[src/rtl/imem_loader_pkg.sv]
// Shared types and constants for the instruction memory boot loader.
package imem_loader_pkg;

    localparam int unsigned LEN_W      = 16;
    localparam int unsigned BYTE_W     = 8;
    localparam int unsigned WORD_BYTES = 4;
    localparam int unsigned WORD_W     = BYTE_W * WORD_BYTES;

    // Load session states; encodings are fixed so they stay stable across tools.
    typedef enum logic [2:0] {
        IDLE   = 3'd0,
        LEN_HI = 3'd1,
        LEN_LO = 3'd2,
        DATA   = 3'd3,
        CSUM   = 3'd4,
        DONE   = 3'd5,
        ERR    = 3'd6
    } state_t;

    // True while a frame is being received (rx_ready and busy are high).
    function automatic logic in_session(input state_t s);
        return (s == LEN_HI) || (s == LEN_LO) || (s == DATA) || (s == CSUM);
    endfunction

    // True in the states where a start request opens a new session.
    function automatic logic can_start(input state_t s);
        return (s == IDLE) || (s == DONE) || (s == ERR);
    endfunction

endpackage

[src/rtl/imem_loader_byte_packer.sv]
// Packs a byte stream big-endian into words; first byte of a group lands in
// the most significant byte. The completed word is held until the next one.
module byte_packer
    import imem_loader_pkg::*;
(
    input  logic              clk,
    input  logic              reset,
    input  logic [BYTE_W-1:0] i_byte,
    input  logic              i_byte_valid,
    input  logic              i_clear,
    output logic [WORD_W-1:0] o_word,
    output logic              o_word_valid,
    output logic [1:0]        o_byte_idx
);

    localparam int unsigned SH_W = BYTE_W * (WORD_BYTES - 1);

    logic [SH_W-1:0]   r_shift;
    logic [1:0]        r_idx;
    logic [WORD_W-1:0] r_word;
    logic              r_word_valid;

    // Shift in accepted bytes; publish the word and a one-cycle strobe on the 4th byte.
    always_ff @(posedge clk or posedge reset) begin
        if (reset) begin
            r_shift      <= '0;
            r_idx        <= '0;
            r_word       <= '0;
            r_word_valid <= 1'b0;
        end else begin
            r_word_valid <= 1'b0;
            if (i_clear) begin
                r_shift <= '0;
                r_idx   <= '0;
            end else if (i_byte_valid) begin
                r_shift <= {r_shift[SH_W-BYTE_W-1:0], i_byte};
                r_idx   <= r_idx + 2'd1;
                if (r_idx == 2'(WORD_BYTES - 1)) begin
                    r_word       <= {r_shift, i_byte};
                    r_word_valid <= 1'b1;
                end
            end
        end
    end

    assign o_word       = r_word;
    assign o_word_valid = r_word_valid;
    assign o_byte_idx   = r_idx;

endmodule

[src/rtl/imem_loader.sv]
// Boot loader: receives a framed program (16-bit word count, big-endian words,
// XOR checksum) over a valid/ready byte interface, writes it to instruction
// memory at sequential word addresses and holds the core in reset until a
// load completes successfully.
module imem_loader
    import imem_loader_pkg::*;
#(
    parameter logic [31:0] BASE_ADR  = 32'h0000_0000,
    parameter int unsigned MAX_WORDS = 256
) (
    input  logic        clk,
    input  logic        reset,
    input  logic        start,
    input  logic [7:0]  rx_data,
    input  logic        rx_valid,
    output logic        rx_ready,
    output logic        imem_we,
    output logic [31:0] imem_wadr,
    output logic [31:0] imem_wdata,
    output logic        cpu_hold,
    output logic        busy,
    output logic        done,
    output logic        err
);

    state_t             r_state;
    state_t             w_state_nxt;
    logic [LEN_W-1:0]   r_len;
    logic [LEN_W-1:0]   r_word_cnt;
    logic [BYTE_W-1:0]  r_csum;
    logic [31:0]        r_wadr;
    logic               r_rx_ready;
    logic               r_busy;
    logic               r_cpu_hold;
    logic               r_done;
    logic               r_err;

    logic               w_xfer;
    logic               w_start;
    logic               w_pack_valid;
    logic               w_word_done;
    logic               w_last_word;
    logic [LEN_W-1:0]   w_len_full;
    logic [WORD_W-1:0]  w_word;
    logic               w_word_valid;
    logic [1:0]         w_byte_idx;

    assign w_xfer       = rx_valid & r_rx_ready;
    assign w_start      = start & can_start(r_state);
    assign w_pack_valid = w_xfer & (r_state == DATA);
    assign w_word_done  = w_pack_valid & (w_byte_idx == 2'(WORD_BYTES - 1));
    assign w_last_word  = (r_word_cnt == r_len - 16'd1);
    assign w_len_full   = {r_len[LEN_W-1:BYTE_W], rx_data};

    byte_packer u_packer (
        .clk          (clk),
        .reset        (reset),
        .i_byte       (rx_data),
        .i_byte_valid (w_pack_valid),
        .i_clear      (w_start),
        .o_word       (w_word),
        .o_word_valid (w_word_valid),
        .o_byte_idx   (w_byte_idx)
    );

    // Next-state decode; transitions only on start or an accepted byte.
    always_comb begin
        w_state_nxt = r_state;
        case (r_state)
            IDLE, DONE, ERR: begin
                if (start) w_state_nxt = LEN_HI;
            end
            LEN_HI: begin
                if (w_xfer) w_state_nxt = LEN_LO;
            end
            LEN_LO: begin
                if (w_xfer) begin
                    if ((w_len_full == '0) || (32'(w_len_full) > MAX_WORDS))
                        w_state_nxt = ERR;
                    else
                        w_state_nxt = DATA;
                end
            end
            DATA: begin
                if (w_word_done && w_last_word) w_state_nxt = CSUM;
            end
            CSUM: begin
                if (w_xfer) w_state_nxt = (rx_data == r_csum) ? DONE : ERR;
            end
            default: w_state_nxt = IDLE;
        endcase
    end

    // State, length/word counters, checksum, write address and status outputs.
    // Status flags are registered from the next state so they change in the
    // cycle right after the deciding byte is accepted.
    always_ff @(posedge clk or posedge reset) begin
        if (reset) begin
            r_state    <= IDLE;
            r_len      <= '0;
            r_word_cnt <= '0;
            r_csum     <= '0;
            r_wadr     <= '0;
            r_rx_ready <= 1'b0;
            r_busy     <= 1'b0;
            r_cpu_hold <= 1'b1;
            r_done     <= 1'b0;
            r_err      <= 1'b0;
        end else begin
            r_state    <= w_state_nxt;
            r_rx_ready <= in_session(w_state_nxt);
            r_busy     <= in_session(w_state_nxt);
            r_cpu_hold <= (w_state_nxt != DONE);
            r_done     <= (w_state_nxt == DONE);
            r_err      <= (w_state_nxt == ERR);

            if (w_start) begin
                r_len      <= '0;
                r_word_cnt <= '0;
                r_csum     <= '0;
            end

            if (w_xfer && (r_state == LEN_HI)) r_len[LEN_W-1:BYTE_W] <= rx_data;
            if (w_xfer && (r_state == LEN_LO)) r_len[BYTE_W-1:0]     <= rx_data;

            if (w_pack_valid) r_csum <= r_csum ^ rx_data;

            // Address is latched alongside the packed word so both appear with the strobe.
            if (w_word_done) begin
                r_wadr     <= BASE_ADR + {14'd0, r_word_cnt, 2'b00};
                r_word_cnt <= r_word_cnt + 16'd1;
            end
        end
    end

    assign rx_ready   = r_rx_ready;
    assign imem_we    = w_word_valid;
    assign imem_wadr  = r_wadr;
    assign imem_wdata = w_word;
    assign cpu_hold   = r_cpu_hold;
    assign busy       = r_busy;
    assign done       = r_done;
    assign err        = r_err;

endmodule

[config.mk]
export PLATFORM = sky130hd
export DESIGN_NAME = imem_loader
export DESIGN_NICKNAME = d
export VERILOG_FILES = /design/src/rtl/imem_loader_pkg.sv /design/src/rtl/imem_loader_byte_packer.sv /design/src/rtl/imem_loader.sv
export SDC_FILE = /design/constraint.sdc
export NUM_CORES = 1
export LEC_CHECK = 0
export BUFFER_PORTS_ARGS = -buffer_cell sky130_fd_sc_hd__buf_2
export CAP_MARGIN = 20
export CORE_AREA = 2 2 124 90
export DETAILED_ROUTE_END_ITERATION = 8
export DIE_AREA = 0 0 126 92
export HOLD_SLACK_MARGIN = 0.08
export PLACE_DENSITY = 0.79
export SLEW_MARGIN = 40
export SYNTH_ARGS = -nofsm -noshare
export SYNTH_HDL_FRONTEND = slang
export SYNTH_SLANG_ARGS = --single-unit
[constraint.sdc]
create_clock -name clk -period 4.7 [get_ports clk]
set_input_delay 0.94 -clock clk [delete_from_list [all_inputs] [get_ports clk]]
set_output_delay 0.94 -clock clk [all_outputs]
set_load 0.02 [all_outputs]
==> results of run 1 <==
## flip-flops by register name, summed over array words and instances, names as in the netlist
| name | flops |
|---|---|
| u_packer.r_shift | 24 |
| r_csum | 8 |
| u_packer.o_word_valid | 1 |
| done | 1 |
| busy | 1 |
| u_packer.o_byte_idx | 2 |
| cpu_hold | 1 |
| r_len | 16 |
| r_word_cnt | 16 |
| u_packer.o_word | 32 |
| imem_wadr | 16 |
| err | 1 |
| r_state | 3 |
## stage by stage
stage / hold slack, ps / area, um^2
after global routing: 496 / 6720
after detailed placement: 457 / 6090
after floorplan: 439 / 5840
after global placement: 457 / 6080
final: 470 / 6720
after CTS: 472 / 6710
## worst min-delay path: stages (launching register included)
cell,delay (ps)
dfrtp_1,340
nand2_1,50
nand2_1,50
## cells in the mapped netlist, drive strengths merged, types with 2 or more instances
master,n
ha,3
o21a,2
nor2b,2
buf,21
nor2,18
clkbuf,40
xnor2,14
o21ai,47
inv,7
nor4,9
and2,2
a21boi,2
and3,2
o211a,2
dfrtp,121
and4,2
xor2,19
or2,2
or3,2
o31ai,8
a21oi,27
nand4b,2
nand3,12
or4,2
nand2,255
nor3b,4
nor3,5
o221ai,2
and4b,2
nand4,5
o22ai,3
nand2b,3
o211ai,3
mux2i,3
## cells by family after synthesis
group | synth area share [%]
compound gates | 10.5
buf+inv | 5.54
mux | 0.520
flops | 52.8
fa+ha+maj | 0.823
xor+xnor | 5.00
simple gates | 24.7
other cells | 0.0649
## worst max-delay path by stage
stage	startpoint	end	slack (ps)
after global routing	r_len[0]	err	1510
after floorplan	reset	busy	520
after CTS	r_len[0]	err	1530
after detailed placement	rx_valid	r_word_cnt[5]	1480
final	r_len[0]	err	1760
after global placement	rx_valid	r_word_cnt[6]	1590
## layer usage
metal | GRT usage (%) | vias to the layer above | routed length, um
met3 | 7.06 | 24 | 1080
met2 | 36.4 | 214 | 6240
met5 | 0 | - | 0
li1 | - | 2253 | -
met1 | 36.1 | 2346 | 6250
met4 | 8.33 | 0 | 174
## final cells by class
| cell class | instances | area, um^2 | area share (%) |
|---|---|---|---|
| clock inverter | 11 | 144 | 2.14 |
| inverter | 7 | 33.8 | 0.503 |
| multi-input combinational | 492 | 2480 | 36.9 |
| tap | 136 | 170 | 2.53 |
| clock buffer | 21 | 470 | 7.00 |
| timing repair buffer | 71 | 370 | 5.51 |
| sequential | 122 | 3050 | 45.5 |
## power by group
group | switching [mW] | internal [mW]
sequential | 0.187 | 1.20
clock | 0.469 | 0.874
combinational | 0.562 | 0.339
total | 1.22 | 2.42
==> impl_metrics.json, run 1 <==
{
  "final_cell_mix": "nand2_1 (254), dfrtp_1 (121), buf_2 (65)",
  "yosysSeqAreaShare_pct": 52.8,
  "fin_crit_sh_pct": 62.6,
  "yosys.area.top_type": "dfrtp_1",
  "slew_headroom_pct": 55.6,
  "clock_sinks": 122,
  "cp_cell_sequence": "inv_1 > ha_1 > nor3b_2 > nand2_1 > o311ai_0 > o22ai_1 > or4_1 > o21ai_2 > and3b_1",
  "worst_r2r_path_depth": 9,
  "min_from": "imem_wadr[10]",
  "drtAntennaViolNets": 0,
  "maxCapViolCount": 0,
  "fin_cells": 860,
  "crit_cells": 9,
  "cts_buffers": 17,
  "cp_num_buf_inv": 1,
  "setup_viol": 0,
  "reg2reg_from": "r_len[0]",
  "vdd_drop_max_v": 0.000323,
  "grt_max_degree": 92,
  "regToRegEndpoint": "err",
  "ys_seq_elements": 122,
  "required_ps": 5060,
  "die_h_um": 92,
  "synthToLayoutAreaGrowth_pct": 16.3,
  "power_density_nw_per_um2": 541,
  "drive_gt1_share_pct": 16.0,
  "worst-path-max-fanout": 8,
  "fin_crit_ps": 2940,
  "fmax_ghz": 0.340,
  "grt_pass1_wl_mm": 22.6,
  "drtIter0Drc": 442,
  "die_width_um": 126,
  "cts_resized": 0,
  "syn_area_um2": 5780,
  "clkTransAtPathRegs_ps": 60,
  "pre_cts_ws_ps": 1480,
  "tightest_slew_ps": 662,
  "worstHoldPathCells": 2,
  "fin_nets": 726,
  "cts_root_buf": "clkbuf_16",
  "cts_setup_buffers": 0,
  "io_buffers": 65,
  "vias": 4837,
  "cts_tree": "done",
  "core-area_um2": 10600,
  "wl_per_cell_um": 16.0,
  "final_core_util_pct": 63.6,
  "crit_family": "simple AND/OR/NAND/NOR gates",
  "hold_viol_final": 0,
  "status": "finished clean",
  "h-tree-depth": 4,
  "synth_warnings": 0,
  "setup_ws_ps": 1760,
  "syn_inst": 667,
  "r2r_setup_slack_ps": 1760,
  "drc_errors": 0,
  "ctsHoldBuffers": 0,
  "setup_tns_ps": 0,
  "place_inst": 828,
  "fillers": 859,
  "clk_path_buf_depth": 2,
  "slowest_stage": "or4_1",
  "synth_edf_count": 0,
  "ys_types": 56,
  "ys_top_cells_by_area": "dfrtp_1 (52%), nand2_1 (16%), o21ai_0 (3.8%), xor2_1 (2.9%), clkbuf_1 (2.5%)",
  "wirelength_mm": 13.7,
  "antenna_cells": 0,
  "hp-class": "register to register",
  "overflow": 0,
  "path_class": "register to register",
  "endpoint_kind": "register",
  "die_area_um2": 11600,
  "clk_latency_ps": 420,
  "min_to": "imem_wadr[10]",
  "via_per_inst": 5.62,
  "synthArstFlopShare_pct": 100,
  "cp_slowest_stage_delay_ps": 600,
  "io-pin-count": 82,
  "synth_top_area_share_pct": 52.4,
  "rsz0062_at_grt": "false",
  "gp_congestion": 0.870,
  "grt_pass1_vias": 4645,
  "antenna_found_initial": 0,
  "hpwlAfterDp_mm": 9.11,
  "rows": 32,
  "critPathLaunchType": "register",
  "arrival_ps": 3300,
  "grt_use_total_pct": 24.9,
  "synth-main-ff-cell": "dfrtp_1",
  "power_mw": 3.63,
  "clock-skew-final_ps": 8.03,
  "drtPass1Iterations": 5,
  "p_leak_nw": 3.39,
  "floorplan.initialDensity_pct": 54.7,
  "final_common_cell": "nand2_1",
  "slew_violations": 0,
  "avgSynthCellArea_um2": 8.66
}
Note: power is estimated with default switching activity, not from simulation.
==> run 2, diff against run 1 <==
==> constraint.sdc (replaced) <==
create_clock -name clk -period 3.07 [get_ports clk]
set_input_delay 0.614 -clock clk [delete_from_list [all_inputs] [get_ports clk]]
set_output_delay 0.614 -clock clk [all_outputs]
set_load 0.02 [all_outputs]
==> run 2 against run 1 <==
Non-clock buffer count increased by 4. Maximum frequency grew 2.6%. Setup slack worse by 1600 ps. Sequential power grew 53%. Clock power rose by 36%. Critical path depth shrank 3. Largest cell class unchanged.
==> impl_metrics.json, run 2 (synthesis results as in run 1) <==
{
  "final_cell_area_um2": 6680,
  "endpoint_kind": "register",
  "antenna_found_initial": 0,
  "grt_max_degree": 123,
  "clk_latency_ps": 410,
  "seqCellArea_um2": 3050,
  "final_common_cell": "nand2_1",
  "die_width_um": 126,
  "arrival_ps": 3140,
  "drtAntennaViolNets": 0,
  "fmax_ghz": 0.348,
  "maxCapViolCount": 0,
  "hp-class": "input port to asynchronous set/reset pin",
  "place_area_um2": 6130,
  "setup_ws_ps": 199,
  "place_inst": 832,
  "worst_r2r_path_depth": 6,
  "r2r_setup_slack_ps": 200,
  "cts_buffers": 17,
  "p_leak_nw": 3.36,
  "rows": 32,
  "slew_headroom_pct": 57.6,
  "io-pin-count": 82,
  "clock-skew-final_ps": 5.98,
  "final_core_util_pct": 63.2,
  "fillers": 890,
  "tightest_slew_ps": 637,
  "required_ps": 3340,
  "setup_viol": 0,
  "wl_per_cell_um": 15.6,
  "via_per_inst": 5.58,
  "fin_nets": 730,
  "drtPass1Iterations": 7,
  "cts_tree": "done",
  "rsz0062_at_grt": "false",
  "floorplan.initialDensity_pct": 54.7,
  "synthToLayoutAreaGrowth_pct": 15.6,
  "hold_viol_final": 0,
  "clkTransAtPathRegs_ps": 60,
  "power_density_nw_per_um2": 800,
  "die_area_um2": 11600,
  "drive_gt1_share_pct": 16.2,
  "vdd_drop_max_v": 0.000435,
  "path_class": "register to register",
  "status": "finished clean",
  "largest_register_ffs": 32,
  "multi_input_area_um2": 2470,
  "fin_cells": 864,
  "worst-path-max-fanout": 4,
  "cts_root_buf": "clkbuf_16",
  "final_cell_mix": "nand2_1 (254), dfrtp_1 (121), buf_2 (65)",
  "overflow": 0,
  "power_mw": 5.34,
  "fin_crit_ps": 2870,
  "antenna_cells": 0,
  "grt_use_total_pct": 24.8,
  "h-tree-depth": 4,
  "pre_cts_ws_ps": 185,
  "clock_sinks": 122,
  "clk_path_buf_depth": 2,
  "slew_violations": 0,
  "fin_crit_sh_pct": 93.5,
  "gp_congestion": 0.889,
  "setup_tns_ps": 0,
  "grt_pass1_vias": 4605,
  "timing.hold.ws_ps": 388,
  "drtIter0Drc": 547,
  "io_buffers": 65,
  "wirelength_mm": 13.4,
  "critPathLaunchType": "register",
  "grt_pass1_wl_mm": 22.8,
  "vias": 4825,
  "die_h_um": 92,
  "hpwlAfterDp_mm": 8.99,
  "drc_errors": 0,
  "core-area_um2": 10600
}
==> run 2: layout make-up <==
type / count / share of cell area [%]
clock buffer: 19 / 6.78
clock inverter: 13 / 1.44
inverter: 7 / 0.449
multi-input combinational: 492 / 36.9
sequential: 122 / 45.7
tap: 136 / 2.55
timing repair buffer: 75 / 6.18
==> run 2: worst paths after layout <==
kind                                       endpoint         start
worst min-delay path            u_packer.o_word[30]         reset
min in group clk                       imem_wadr[4]  imem_wadr[4]
max in group asynchronous       u_packer.o_word[19]         reset
worst max-delay path                     r_state[0]      r_len[0]
worst min register to register         imem_wadr[4]  imem_wadr[4]
worst max register to register           r_state[0]      r_len[0]
==> run 2: routing by layer <==
metal  share of wire (%)  global-route usage, %  up-vias
li1                    -                      -     2261
met1                  46                   35.0     2346
met2                  45                   36.7      192
met3                 7.5                   6.88       26
met4                 1.9                   9.16        0
met5                   0                      0        -
==> run 2: worst max-delay path, cell delays in order, from the launching register on <==
cell and delay, ps:
dfrtp_1 410, or4_4 570, or3_1 390, a2111oi_2 440, or4b_1 470, nor3_1 330
o21ai_0 130
==> run 2: repair_timing <==
item	in CTS	in global routing
setup buffers	0	0
hold buffers	0	0
endpoints found under the setup margin	0	2
resized for setup	0	1
==> run 2: where the power goes <==
| group | internal (mW) | total (mW) | switching, mW | leakage, nW |
|---|---|---|---|---|
| clock | 1.08 | 1.82 | 0.749 | 0.258 |
| combinational | 0.548 | 1.40 | 0.855 | 1.43 |
| sequential | 1.84 | 2.12 | 0.275 | 1.68 |
